**config.mk**
```make
export PLATFORM = sky130hd
export DESIGN_NAME = ex_issue_arbiter
export DESIGN_NICKNAME = d
export VERILOG_FILES = /design/src/rtl/gpgpu_iss_pkg.sv /design/src/rtl/rr_pick.sv /design/src/rtl/ex_issue_arbiter.sv
export SDC_FILE = /design/constraint.sdc
export NUM_CORES = 1
export LEC_CHECK = 0
export BUFFER_PORTS_ARGS = -buffer_cell sky130_fd_sc_hd__buf_2
export CORE_ASPECT_RATIO = 1.2
export CORE_MARGIN = 2
export CORE_UTILIZATION = 52
export CTS_CLUSTER_DIAMETER = 50
export DETAILED_ROUTE_END_ITERATION = 8
export PLACE_DENSITY = 0.79
export SYNTH_ARGS = -nofsm -noshare
export SYNTH_HDL_FRONTEND = slang
export SYNTH_SLANG_ARGS = --single-unit
export TNS_END_PERCENT = 100
```
**constraint.sdc**
```tcl
create_clock -name clk -period 7.1 [get_ports clk]
set_clock_uncertainty 0.1 [all_clocks]
set_input_delay 2.13 -clock clk [delete_from_list [all_inputs] [get_ports clk]]
set_output_delay 2.13 -clock clk [all_outputs]
set_load 0.02 [all_outputs]
```
**src/rtl/gpgpu_iss_pkg.sv**
```systemverilog
// Shared constants and helpers for the GPGPU issue-stage arbiter.
// The index helpers cover requester vectors of up to ONEHOT_MAX_W entries.
package gpgpu_iss_pkg;

    localparam int unsigned NUM_OC_DEFAULT = 4;
    localparam int unsigned ONEHOT_MAX_W   = 32;
    localparam int unsigned IDX_MAX_W      = $clog2(ONEHOT_MAX_W);

    // The reset pointer sits on the top entry, so entry 0 wins the first arbitration.
    function automatic logic [ONEHOT_MAX_W-1:0] rst_ptr(input int unsigned n);
        return ONEHOT_MAX_W'(1) << (n - 1);
    endfunction

    function automatic logic [IDX_MAX_W-1:0] onehot2idx(input logic [ONEHOT_MAX_W-1:0] oh);
        logic [IDX_MAX_W-1:0] idx;
        idx = '0;
        for (int i = 0; i < ONEHOT_MAX_W; i++) begin
            if (oh[i]) idx = idx | IDX_MAX_W'(i);
        end
        return idx;
    endfunction

endpackage

```
**src/rtl/rr_pick.sv**
```systemverilog
// Round-robin picker: rotate the request vector to start just above the pointer,
// take the lowest set bit, then rotate the one-hot result back.
module rr_pick
    import gpgpu_iss_pkg::*;
#(
    parameter  int unsigned N     = NUM_OC_DEFAULT,
    localparam int unsigned IDX_W = $clog2(N)
) (
    input  logic [N-1:0] i_req,
    input  logic [N-1:0] i_ptr,
    output logic [N-1:0] o_pick
);

    logic [IDX_W-1:0] w_ptr_idx;
    logic [IDX_W-1:0] w_start;
    logic [N-1:0]     w_req_rot;
    logic [N-1:0]     w_pick_rot;

    assign w_ptr_idx = IDX_W'(onehot2idx(ONEHOT_MAX_W'(i_ptr)));
    assign w_start   = (w_ptr_idx == IDX_W'(N - 1)) ? '0 : w_ptr_idx + IDX_W'(1);

    assign w_req_rot  = N'({i_req, i_req} >> w_start);
    assign w_pick_rot = w_req_rot & (~w_req_rot + N'(1));
    assign o_pick     = N'({w_pick_rot, w_pick_rot} >> (N - 32'(w_start)));

endmodule

```
**src/rtl/ex_issue_arbiter.sv**
```systemverilog
// Registered round-robin issue arbiter between the OC entries and one EX pipe, with
// writeback-steal rollback and EX back-pressure. Define ISS_AGE_BOOST_EN for starvation boost.
module ex_issue_arbiter
    import gpgpu_iss_pkg::*;
#(
    parameter  int unsigned NUM_REQ  = NUM_OC_DEFAULT,
    parameter  int unsigned MAX_WAIT = 15,
    localparam int unsigned IDX_W    = $clog2(NUM_REQ)
) (
    input  logic               clk,
    input  logic               rst_n,
    input  logic [NUM_REQ-1:0] oc_iss_req,
    input  logic               ex_ready,
    input  logic               mshr_done,
    output logic [NUM_REQ-1:0] ex_iu_grant,
    output logic               ex_iu_grant_vld,
    output logic [IDX_W-1:0]   ex_iu_grant_idx
);

    localparam logic [NUM_REQ-1:0] PTR_RST = NUM_REQ'(rst_ptr(NUM_REQ));
    localparam int unsigned        CNT_W   = $clog2(MAX_WAIT + 1);

    logic [NUM_REQ-1:0] r_grant_raw;
    logic [NUM_REQ-1:0] r_ptr;
    logic [NUM_REQ-1:0] r_ptr_prev;
    logic [NUM_REQ-1:0] w_masked_req;
    logic [NUM_REQ-1:0] w_ptr_eff;
    logic [NUM_REQ-1:0] w_rr_pick;
    logic [NUM_REQ-1:0] w_pick;

    // A stolen writeback slot kills the presented grant; the entry stays unmasked and re-arbitrates.
    assign ex_iu_grant     = r_grant_raw & {NUM_REQ{~mshr_done}};
    assign ex_iu_grant_vld = |ex_iu_grant;
    assign ex_iu_grant_idx = IDX_W'(onehot2idx(ONEHOT_MAX_W'(ex_iu_grant)));

    assign w_masked_req = oc_iss_req & ~ex_iu_grant;
    assign w_ptr_eff    = mshr_done ? r_ptr_prev : r_ptr;

    rr_pick #(
        .N (NUM_REQ)
    ) u_rr_pick (
        .i_req  (w_masked_req),
        .i_ptr  (w_ptr_eff),
        .o_pick (w_rr_pick)
    );

`ifdef ISS_AGE_BOOST_EN
    logic [NUM_REQ-1:0][CNT_W-1:0] r_wait;
    logic [NUM_REQ-1:0]            w_starved;
    logic [NUM_REQ-1:0]            w_boost_pick;

    // NOTE: every always_comb output gets a default first so no latch can be inferred.
    always_comb begin
        w_starved = '0;
        for (int i = 0; i < NUM_REQ; i++) begin
            w_starved[i] = w_masked_req[i] && (r_wait[i] == CNT_W'(MAX_WAIT));
        end
    end

    assign w_boost_pick = w_starved & (~w_starved + NUM_REQ'(1));
    assign w_pick       = !ex_ready ? '0 : ((|w_starved) ? w_boost_pick : w_rr_pick);

    // NOTE: the wait counters feed the pick directly, so they are reset like any control state.
    always_ff @(posedge clk or negedge rst_n) begin
        if (!rst_n) begin
            r_wait <= '0;
        end else begin
            for (int i = 0; i < NUM_REQ; i++) begin
                if (!oc_iss_req[i] || ex_iu_grant[i]) begin
                    r_wait[i] <= '0;
                end else if (r_wait[i] != CNT_W'(MAX_WAIT)) begin
                    r_wait[i] <= r_wait[i] + CNT_W'(1);
                end
            end
        end
    end
`else
    // MAX_WAIT only matters with the boost; it is tied off in the plain round-robin build.
    logic [CNT_W-1:0] w_unused_max_wait;
    assign w_unused_max_wait = CNT_W'(MAX_WAIT);
    assign w_pick            = ex_ready ? w_rr_pick : '0;
`endif

    // NOTE: non-blocking assignments keep ptr and ptr_prev updating as one atomic pair.
    always_ff @(posedge clk or negedge rst_n) begin
        if (!rst_n) begin
            r_grant_raw <= '0;
            r_ptr       <= PTR_RST;
            r_ptr_prev  <= PTR_RST;
        end else begin
            r_grant_raw <= w_pick;
            r_ptr       <= (|w_pick) ? w_pick : w_ptr_eff;
            r_ptr_prev  <= w_ptr_eff;
        end
    end

endmodule

```
== After elaboration in Yosys (flattened, before gate mapping) ==
Cells that the tools add are included.

* Add/sub/neg operators: 3
* Shift-type cells: 2
* Reductions and logical operators: 2
* Multiplexer cells: 10
* Bitwise gates (word level): 6
* Eq/ne operators: 1

{| class="wikitable"
|+ Operators by type and width
! cell !! count
|-
| right shift 8 x 32 -> 4 bit || 1
|-
| bitwise AND 4 bit || 3
|-
| two-way mux 4 bit || 3
|-
| two-way mux 2 bit || 5
|-
| inverter 4 bit || 2
|-
| OR reduction 4 bit || 2
|-
| right shift 8 x 2 -> 4 bit || 1
|-
| adder 4 x 1 -> 4 bit, second input constant || 1
|-
| subtractor 3 x 2 -> 4 bit, first input constant || 1
|-
| adder 2 x 1 -> 2 bit, second input constant || 1
|-
| == test 2 bit, second input constant || 1
|-
| two-way mux 1 bit || 2
|-
| inverter 1 bit || 1
|}

* Input port bits: 8
* Register bits after elaboration: 12

== Longest topological paths before layout ==
Gate-level depths: netlist of run 1.

* Word-level depth: 14
* Gate-level depth with buffers: 13
* Gate-level depth less buffers: 12

== Cells and area by module ==
From an unflattened synthesis of run 1, not the netlist that was laid out.

* Cell total of the unflattened synthesis: 74
* Area, all modules: 765.7 um^2

{| class="wikitable"
|+ By module, submodules not included
! module !! seq. area each (um^2) !! area an instance (um^2) !! times used !! cells an instance
|-
| ex_issue_arbiter || 302.8 || 524.3 || 1 || 40
|-
| rr_pick || 0.0 || 241.5 || 1 || 34
|}

== Least setup slack after synthesis of run 1 ==
No wires, ideal clock.

* Path type: input-to-output
* From: input port mshr_done
* To: output port ex_iu_grant_vld
* Path buffers: 2
* Data arrival time: 2.700 ns
* Stages on the path: 4
* Slack: 2.170 ns
* Required time: 4.870 ns
* Cells stage by stage: buf_6 nand2b_4 buf_6 nand4_1

* Word-level cells in the longest chain between the ends: 3

{| class="wikitable"
|+ RTL lines
! what !! RTL line !! RTL
|-
| start: declaration || ex_issue_arbiter.sv:14 || <nowiki>input logic mshr_done,</nowiki>
|-
| inverter 1 bit || ex_issue_arbiter.sv:32 || <nowiki>assign ex_iu_grant = r_grant_raw & {NUM_REQ{~mshr_done}};</nowiki>
|-
| bitwise AND 4 bit || ex_issue_arbiter.sv:32 ||
|-
| OR reduction 4 bit || ex_issue_arbiter.sv:33 || <nowiki>assign ex_iu_grant_vld = |ex_iu_grant;</nowiki>
|-
| end: declaration || ex_issue_arbiter.sv:16 || <nowiki>output logic ex_iu_grant_vld,</nowiki>
|}

Every way passes these cells.

== Final worst setup path of run 1 ==
* From: input port mshr_done
* To: output port ex_iu_grant[1]

* Word-level cells in the longest chain between the ends: 2

{| class="wikitable"
|+ RTL lines
! what !! RTL line !! RTL
|-
| inverter 1 bit || ex_issue_arbiter.sv:32 ||
|-
| bitwise AND 4 bit || ex_issue_arbiter.sv:32 ||
|-
| end: declaration || ex_issue_arbiter.sv:15 || <nowiki>output logic [NUM_REQ-1:0] ex_iu_grant,</nowiki>
|}

Every way passes these cells.

==> results of run 1 <==
[final timing paths]
path	from	to	slack [ns]	cells past startpoint
max	mshr_done	ex_iu_grant[1]	1.92	4
min	r_ptr[2]	r_ptr_prev[2]	0.45	2
max reg2reg	r_ptr_prev[2]	r_ptr[1]	4.05	11
min reg2reg	r_ptr[2]	r_ptr_prev[2]	0.45	2
max in group asynchronous	rst_n	r_ptr_prev[3]	5.04	1
min in group asynchronous	rst_n	r_ptr_prev[2]	1.61	1
[placed cells by master, fill, tap and decap left out, types with 3 or more instances in the layout]
| cell type | synthesis | layout |
|---|---|---|
| buf_2 | 0 | 14 |
| inv_1 | 12 | 12 |
| dfrtp_1 | 8 | 8 |
| nor2_1 | 6 | 6 |
| nand2_1 | 4 | 4 |
| o211ai_1 | 4 | 4 |
| a21oi_1 | 4 | 4 |
| a2111oi_0 | 4 | 4 |
| nand3_1 | 3 | 3 |
| clkbuf_4 | 0 | 3 |
[final cells by class]
class,count,area share [%]
multi-input cells,64,53.15
repair buffers,14,7.497
flip-flops and latches,10,27.04
well taps,17,2.276
clock buffers,4,3.882
inverters,14,6.158
[worst max-delay path, stage by stage]
cell	delay (ns)
buf_2	0.18
nand2b_1	0.30
inv_1	0.15
buf_2	0.18
[logic make-up after synthesis]
kind of cell,count (synthesis),synth area share (%)
AO/OA/AOI/OAI,33,33.13
AND/OR/NAND/NOR,26,18.44
buffers and inverters,17,10.19
flip-flops,10,30.28
multiplexers,4,6.447
adder cells (fa/ha/maj),1,1.499
[state kept, by name, indices dropped and copies added, names as in the netlist]
register / cells
r_grant_raw: 4
r_ptr: 3
r_ptr_prev: 3
[per-stage QoR]
step | cells | utilization, %
floorplan | 91 | -
global placement | 119 | 61.37
detailed placement | 119 | 61.37
CTS | 123 | 63.85
global route | 123 | 63.85
finish | 123 | 63.85
[cells in the mapped netlist (2+ instances only)]
master	n	area [um^2]
nand2_1	4	15.01
nand3_1	3	15.01
o21ai_0	2	10.01
a22oi_1	2	15.01
inv_1	12	45.04
a21o_1	2	15.01
mux2i_1	2	20.02
a2111oi_0	4	35.03
a211oi_1	2	15.01
nor3_1	2	10.01
dfstp_2	2	52.55
a21oi_1	4	20.02
o22ai_1	2	12.51
nor2_1	6	22.52
dfrtp_1	8	200.2
a221oi_2	2	30.03
buf_6	2	22.52
nand2b_1	2	12.51
o211ai_1	4	30.03
[where the power goes]
part | switching [mW] | total [mW] | internal (mW)
Combinational | 0.157 | 0.254 | 0.0969
Sequential | 0.0124 | 0.0953 | 0.0829
Clock | 0.0193 | 0.0504 | 0.0311
[metal layers]
layer,share of wire [%],vias to the layer above
met5,0,-
met4,2.1,0
met3,2.8,4
met2,52,25
met1,43,382
li1,-,377
==> metrics.md, run 1 <==
| Metric | Value |
|---|---|
| Status | `completed` |
| CP max FO | `11` |
| Storage cell area | `252.7 um^2` |
| Placed Area | `898.4 um^2` |
| Relative slew slack | `65.63%` |
| Tmin final | `5.177 ns` |
| Synth warn | `0` |
| Count of final max-slew check failures | `0` |
| Mapped Nets | `100` |
| DRC | `0` |
| Hold slack | `0.4542 ns` |
| Leakage power | `0.4893 nW` |
| First-pass GRT wire length | `2.891 mm` |
| Worst vdd ir | `228.4 uV` |
| I/O Buffers | `14` |
| Final Hold Fails | `0` |
| Layout cell share with drive strength beyond 1 | `32.08%` |
| Vias/cell | `6.407` |
| Required @ worst endpoint | `4.87 ns` |
| Initial antenna violation count | `0` |
| CTS Buf Count | `3` |
| Initial Utilization | `57.01%` |
| Total power | `0.3993 mW` |
| CP arrival | `2.95 ns` |
| Hold_buf cts | `0` |
| Clk slew on worst S/H paths | `0.07 ns` |
| Synth Instances | `91` |
| Sequential share of the synthesized area | `30.28%` |
| N_diodes | `0` |
| Fraction of registers with async set/reset | `100.0%` |
| Wire per inst | `16.15 um` |
| Layout area overhead | `11.99%` |
| GP Congestion | `0.8743` |
| Total wire length after detailed routing | `1.986 mm` |
| Core Region | `0.001464 mm^2` |
| Die height | `47.89 um` |
| Fin nets | `116` |
| TritonCTS clock tree | `yes` |
| Vias in the first global route | `679` |
| Multi-input gate area | `496.7 um^2` |
| CTS max path bufs | `2` |
| Met1 usage | `23.68%` |
| Syn_area_per_cell | `9.171 um^2` |
| Finish-stage setup viols | `0` |
| Post-CTS Setup Bufs | `0` |
| Kind of critical path | `in2out` |
| Fin worst setup slack | `1.923 ns` |
| Post-DP HPWL | `1.556 mm` |
| GRT Util Overall | `23.43%` |
| Std-Cell Rows | `15` |
| RSZ-0062 raised after global routing | `no` |
| Root buffer cell | `clkbuf_4` |
| Yosys reg bits | `10` |
| Post-Syn Area | `834.6 um^2` |
| Startpoint types | `input port` |
| GRT Residual Overflow | `0` |
| DIE WIDTH | `40.57 um` |
| Largest net degree at the start of global routing | `12` |
| Via count | `788` |
| Post-cts resize count | `0` |
| Most Crowded Layer GR | `met2` |
| Worst-Skew Late Latency | `0.26 ns` |
| DRT Pass-1 Iters | `9` |
| # fillers | `131` |
| H-tree Lvls | `1` |
| Max-cap violations | `0` |
| Measured slew at the worst slew-check pin | `0.5125 ns` |
| Grt met3 use | `1.395%` |
| Achievable Freq | `0.1932 GHz` |
| Library cells used by synthesis | `43` |
| DRT antenna net count | `0` |
| Fin crit share | `72.91%` |
| Die ar. | `0.001943 mm^2` |
| Primary FF master, synth | `dfrtp_1` |
| Met2 GRT Util | `44.13%` |
| Fin area | `934.6 um^2` |
| Setup TNS | `0 ns` |
| Worst Hold Class | `reg2reg` |
| Power Density | `427.3 mW/mm^2` |
| Io pins | `15` |
| Pre-CTS setup slack | `1.948 ns` |
| Crit. End Element | `primary output` |
| DRT iter0 DRCs | `13` |
| Num Clock Sinks | `10` |
| Number of synthesized flops with an enable pin | `0` |
Power figures use the tool's default switching activity.
==> inputs of run 2 (changes only) <==
Clock period 7.1 ns to 5.04 ns, I/O delays scaled along.
==> run 2 against run 1 <==
Net effect:
- design area fell by 1.1%
- critical path depth rose by 7
- non-clock buffer count did not move
- via count rose by 2.3%
- hold slack got worse by 0.0029 ns
- sequential share of layout area rose by 0.29 points
- sequential cell count did not move
- critical endpoint is now r_ptr[1]
- highest routed layer unchanged
==> metrics.md, run 2 (synthesis results as in run 1) <==
| Metric | Value |
|---|---|
| Status | `completed` |
| Power Density | `597.2 mW/mm^2 (+40%)` |
| Post-CTS Setup Bufs | `0 (unchanged)` |
| Largest net degree at the start of global routing | `12 (unchanged)` |
| Sequential share of power | `24.6% (+0.7 points)` |
| Post-DP HPWL | `1.633 mm (+5.0%)` |
| Layout cell share with drive strength beyond 1 | `31.13% (-0.94 points)` |
| Worst path cell trace | `buf_2 -> mux2i_1 -> inv_1 -> nor2_1 -> inv_1 -> ha_1 -> a2111oi_0 -> o211ai_1 -> nor2_1 -> o31ai_2 -> a31o_1` |
| Multi-input gate area | `496.7 um^2 (unchanged)` |
| CP max FO | `11 (unchanged)` |
| Initial Utilization | `57.01% (unchanged)` |
| Max reg flops | `4 (unchanged)` |
| DRT Pass-1 Iters | `4 (-5)` |
| Tmin final | `4.141 ns` |
| DRC | `0 (unchanged)` |
| Hold_buf cts | `0 (unchanged)` |
| Count of final max-slew check failures | `0 (unchanged)` |
| Die ar. | `0.001943 mm^2 (unchanged)` |
| Vias/cell | `6.553 (+2.3%)` |
| Critical path's slowest cell | `a2111oi_0` |
| Die height | `47.89 um (unchanged)` |
| Initial antenna violation count | `0 (unchanged)` |
| # fillers | `125 (-4.6%)` |
| Measured slew at the worst slew-check pin | `0.5281 ns (+0.01568 ns)` |
| Net Sw Frac | `48.64% (+1.5 points)` |
| Layout area overhead | `10.79%` |
| DRT iter0 DRCs | `34 (+21)` |
| Fin area | `924.6 um^2 (-1.1%)` |
| Fin nets | `116 (unchanged)` |
| Placed Area | `898.4 um^2 (unchanged)` |
| GP Congestion | `0.8265 (-5.5%)` |
| Relative slew slack | `63.88% (-1.7 points)` |
| Startpoint types | `input port` |
| Vias in the first global route | `771 (+14%)` |
| Post-cts resize count | `0 (unchanged)` |
| H-tree Lvls | `1 (unchanged)` |
| GRT Residual Overflow | `0 (unchanged)` |
| Kind of critical path | `in2reg` |
| Post-Route Utilization | `63.16% (-0.68 points)` |
| Crit. End Element | `flop` |
| Commonest non-fill, non-tap cell in the layout | `buf_2` |
| Psw | `0.2686 mW (+43%)` |
| RSZ-0062 raised after global routing | `no` |
| Num Clock Sinks | `10 (unchanged)` |
| Leakage power | `0.4832 nW (-1.2%)` |
| Core Region | `0.001464 mm^2 (unchanged)` |
| Std-Cell Rows | `15 (unchanged)` |
| Root buffer cell | `clkbuf_4` |
| CP max stage delay | `0.55 ns (+0.25 ns)` |
| Wire per inst | `17.34 um (+7.4%)` |
| Fin crit share | `82.16%` |
| TritonCTS clock tree | `yes` |
| GRT Util Overall | `26.82% (+3.4 points)` |
| Achievable Freq | `0.2415 GHz` |
| Post-route insts no fill | `123 (unchanged)` |
| First-pass GRT wire length | `3.353 mm (+16%)` |
| Worst Hold Class | `reg2reg` |
| Finish-stage setup viols | `0 (unchanged)` |
| CTS max path bufs | `2 (unchanged)` |
| Part of the power in the clock network | `10.9% (-1.7 points)` |
| Required @ worst endpoint | `5.10 ns (+0.23 ns)` |
| Pre-CTS setup slack | `0.7036 ns (-1.245 ns)` |
| Via count | `806 (+2.3%)` |
| Fin worst setup slack | `0.8990 ns (-1.024 ns)` |
| DRT antenna net count | `0 (unchanged)` |
| Internal power | `0.2836 mW (+34%)` |
| Final Hold Fails | `0 (unchanged)` |
| Total power | `0.5522 mW (+38%)` |
| Io pins | `15 (unchanged)` |
| DIE WIDTH | `40.57 um (unchanged)` |
| Clk slew on worst S/H paths | `0.07 ns (about the same)` |
| Setup TNS | `0 ns (unchanged)` |
| Storage cell area | `252.7 um^2 (unchanged)` |
| Total wire length after detailed routing | `2.133 mm (+7.4%)` |
| Biggest registers after layout | `r_grant_raw: 4 flops, r_ptr: 3 flops, r_ptr_prev: 3 flops` |
| Combinational share of power | `64.5% (+1.0 points)` |
| Max-cap violations | `0 (unchanged)` |
| # placed instances | `119 (unchanged)` |
| Worst-Skew Late Latency | `0.28 ns (+0.02 ns)` |
| N_diodes | `0 (unchanged)` |
| I/O Buffers | `14 (unchanged)` |
| Worst vdd ir | `288.6 uV (+26%)` |
| Commonest non-fill, non-tap cells in the layout | `buf_2, inv_1, dfrtp_1` |
| Hold slack | `0.4512 ns (-0.002912 ns)` |
| Largest reg by FF count | `r_grant_raw` |
| CTS Buf Count | `3 (unchanged)` |
| CP arrival | `4.20 ns (+1.25 ns)` |
[run 2: cell counts in the layout (fill, tap and decap cells not counted)]
No cell type changed its count.
[run 2: power by group through the flow]
| stage | Combinational, mW | Sequential, mW | Clock (mW) |
|---|---|---|---|
| after floorplan | 0.276 | 0.132 | 0 |
| after global placement | 0.342 | 0.136 | 0 |
| after detailed placement | 0.348 | 0.137 | 0 |
| after CTS | 0.352 | 0.136 | 0.0608 |
| after global routing | 0.392 | 0.140 | 0.0652 |
| final | 0.356 | 0.136 | 0.0601 |
[run 2: worst max-delay path: cells and delay by family]
kind,cells,cell delay [ns]
AO/OA/AOI/OAI,4,1.07
AND/OR/NAND/NOR,2,0.48
buffers and inverters,3,0.45
adder cells (fa/ha/maj),1,0.43
multiplexers,1,0.25
[run 2: worst paths after layout]
kind	from	end	slack [ns]	cells after the start
worst max register to register	r_ptr_prev[2]	r_ptr[1]	2.01	10
min in group asynchronous	rst_n	r_ptr[2]	0.98	1
max in group asynchronous	rst_n	r_ptr[3]	3.58	1
worst min-delay path	r_ptr[2]	r_ptr_prev[2]	0.45	2
worst min register to register	r_ptr[2]	r_ptr_prev[2]	0.45	2
worst max-delay path	mshr_done	r_ptr[1]	0.90	11
[run 2: layout make-up]
| class | count | share of cell area [%] |
|---|---|---|
| clock buffer | 4 | 2.842 |
| timing repair buffer | 14 | 7.578 |
| tap | 17 | 2.300 |
| inverter | 14 | 6.225 |
| sequential | 10 | 27.33 |
| multi-input combinational | 64 | 53.72 |
[run 2: metal layers]
layer / up-vias / share of wire [%] / global-route usage [%]
met5: - / 0 / 0
li1: 379 / - / -
met3: 9 / 8.4 / 4.651
met4: 0 / 3.9 / 20.67
met1: 361 / 38 / 28.86
met2: 57 / 50 / 45.40
==> inputs of run 3 (changes only) <==
Settings changed: CORE_UTILIZATION 52 to 48, PLACE_DENSITY 0.79 to 0.77.
Clock period 5.04 ns to 3.8 ns, I/O delays scaled along.
==> run 3 against run 2 <==
Net effect:
- die area grew 7.6%
- hold slack gained 0.036 ns
- clock power grew 53%
- design area grew 4.5%
- critical path type unchanged
- largest cell class unchanged
==> metrics.md, run 3 (synthesis results as in run 1) <==
| Metric | Value |
|---|---|
| Status | `completed` |
| Setup TNS | `0 ns (unchanged)` |
| Total wire length after detailed routing | `2.082 mm (-2.4%)` |
| N_diodes | `0 (unchanged)` |
| Worst Setup SP | `mshr_done` |
| Hold slack | `0.4874 ns (+0.03617 ns)` |
| Net Sw Frac | `45.74% (-2.9 points)` |
| RSZ-0062 raised after global routing | `no` |
| Die ar. | `0.002090 mm^2 (+7.6%)` |
| Commonest non-fill, non-tap cell in the layout | `buf_2` |
| Storage cell area | `252.7 um^2 (unchanged)` |
| Psw | `0.3609 mW (+34%)` |
| Placed Area | `929.6 um^2 (+3.5%)` |
| Io pins | `15 (unchanged)` |
| Fin nets | `120 (+3.4%)` |
| Post-cts resize count | `0 (unchanged)` |
| Finish-stage setup viols | `0 (unchanged)` |
| Startpoint types | `input port` |
| Largest net degree at the start of global routing | `12 (unchanged)` |
| CP arrival | `3.53 ns (-0.67 ns)` |
| Layout cell share with drive strength beyond 1 | `34.55% (+3.4 points)` |
| Initial Utilization | `50.84% (-6.2 points)` |
| Part of the power in the clock network | `11.7% (+0.8 points)` |
| Post-CTS Setup Bufs | `0 (unchanged)` |
| Worst vdd ir | `420.7 uV (+46%)` |
| Count of final max-slew check failures | `0 (unchanged)` |
| Wire per inst | `16.27 um (-6.2%)` |
| Achievable Freq | `0.2868 GHz` |
| CP max FO | `11 (unchanged)` |
| Via count | `800 (-0.74%)` |
| H-tree Lvls | `1 (unchanged)` |
| Root buffer cell | `clkbuf_4` |
| Crit. End Element | `flop` |
| Clk slew on worst S/H paths | `0.06 ns (about the same)` |
| Biggest registers after layout | `r_grant_raw: 4 flops, r_ptr: 3 flops, r_ptr_prev: 3 flops` |
| GRT Residual Overflow | `0 (unchanged)` |
| Std-Cell Rows | `16 (+1)` |
| Hold_buf cts | `0 (unchanged)` |
| Max reg flops | `4 (unchanged)` |
| Multi-input gate area | `496.7 um^2 (unchanged)` |
| CTS max path bufs | `2 (unchanged)` |
| Largest reg by FF count | `r_grant_raw` |
| Sequential share of power | `22.6% (-2.0 points)` |
| Relative slew slack | `67.16% (+3.3 points)` |
| Fin area | `965.9 um^2 (+4.5%)` |
| Worst R2R Start | `r_ptr_prev[2]` |
| Fin crit share | `91.75%` |
| Layout area overhead | `15.74%` |
| TritonCTS clock tree | `yes` |
| DRT Pass-1 Iters | `5 (+1)` |
| Internal power | `0.4281 mW (+51%)` |
| Worst Hold Class | `reg2reg` |
| Core Region | `0.001642 mm^2 (+12%)` |
| Num Clock Sinks | `10 (unchanged)` |
| Power Density | `816.9 mW/mm^2 (+37%)` |
| Initial antenna violation count | `0 (unchanged)` |
| Total power | `0.7890 mW (+43%)` |
| Worst-Skew Late Latency | `0.26 ns (-0.02 ns)` |
| I/O Buffers | `14 (unchanged)` |
| Worst Hold Launch | `r_ptr[2]` |
| GP Congestion | `0.9179 (+11%)` |
| Measured slew at the worst slew-check pin | `0.4897 ns (-0.03846 ns)` |
| Die height | `49.68 um (+3.7%)` |
| Post-DP HPWL | `1.722 mm (+5.4%)` |
| Final Hold Fails | `0 (unchanged)` |
| Post-Route Utilization | `58.84% (-4.3 points)` |
| Vias in the first global route | `758 (-1.7%)` |
| Tmin final | `3.486 ns` |
| GRT Util Overall | `21.23% (-5.6 points)` |
| Commonest non-fill, non-tap cells in the layout | `buf_2, inv_1, dfrtp_1` |
| Required @ worst endpoint | `3.84 ns (-1.26 ns)` |
| CTS Buf Count | `3 (unchanged)` |
| Leakage power | `0.5085 nW (+5.2%)` |
| Max-cap violations | `0 (unchanged)` |
| # fillers | `144 (+15%)` |
| Combinational share of power | `65.7% (+1.2 points)` |
| First-pass GRT wire length | `3.415 mm (+1.8%)` |
| DRT iter0 DRCs | `21 (-38%)` |
| DIE WIDTH | `42.07 um (+3.7%)` |
| DRC | `0 (unchanged)` |
| Vias/cell | `6.250 (-4.6%)` |
| DRT antenna net count | `0 (unchanged)` |
| Kind of critical path | `in2reg` |
## run 3: power by group through the flow
stage / clock network (mW) / registers (mW) / logic, mW
5_1_grt: 0.0998 / 0.185 / 0.561
2_1_floorplan: 0 / 0.175 / 0.366
3_5_place_dp: 0 / 0.181 / 0.512
3_3_place_gp: 0 / 0.181 / 0.497
4_1_cts: 0.0951 / 0.179 / 0.516
6_report: 0.0922 / 0.179 / 0.518
## run 3: per-layer routing
metal  global-route usage, %  vias up  part of all wire (%)
met1                   25.98      375                    41
met4                   4.688        0                  0.67
met2                   39.06       36                    54
met5                       0        -                     0
li1                        -      387                     -
met3                   2.930        2                   4.7
## run 3: worst paths after layout
kind                            endpoint  slack [ns]  cells past startpoint
setup / recovery                r_ptr[1]        0.31                     11
hold / removal             r_ptr_prev[2]        0.49                      2
setup reg to reg                r_ptr[1]        1.09                     10
hold reg to reg            r_ptr_prev[2]        0.49                      2
max in group asynchronous  r_ptr_prev[3]        2.73                      1
min in group asynchronous       r_ptr[1]        0.63                      1
## run 3: cell type report
cell class                 instances  area share (%)
clock buffer                       4           3.756
inverter                          14           5.959
multi-input combinational         64           51.42
sequential                        10           26.17
tap                               18           2.332
timing repair buffer              18           10.36
## run 3: worst max-delay path, cell delays in order
cell and delay (ns):
buf_2 0.19, mux2i_1 0.30, inv_1 0.13, nor2_1 0.13, inv_1 0.08, ha_1 0.40, a2111oi_0 0.43, a22o_1 0.20
a21o_1 0.14, o21ai_0 0.14, a31o_1 0.25
## run 3: stage by stage
| step | setup slack (ns) | instances |
|---|---|---|
| 2_1_floorplan | 0.3088 | 91 |
| 3_3_place_gp | 0.1602 | 124 |
| 3_5_place_dp | 0.08605 | 124 |
| 4_1_cts | 0.3250 | 128 |
| 5_1_grt | 0.1124 | 128 |
| 6_report | 0.3136 | 128 |
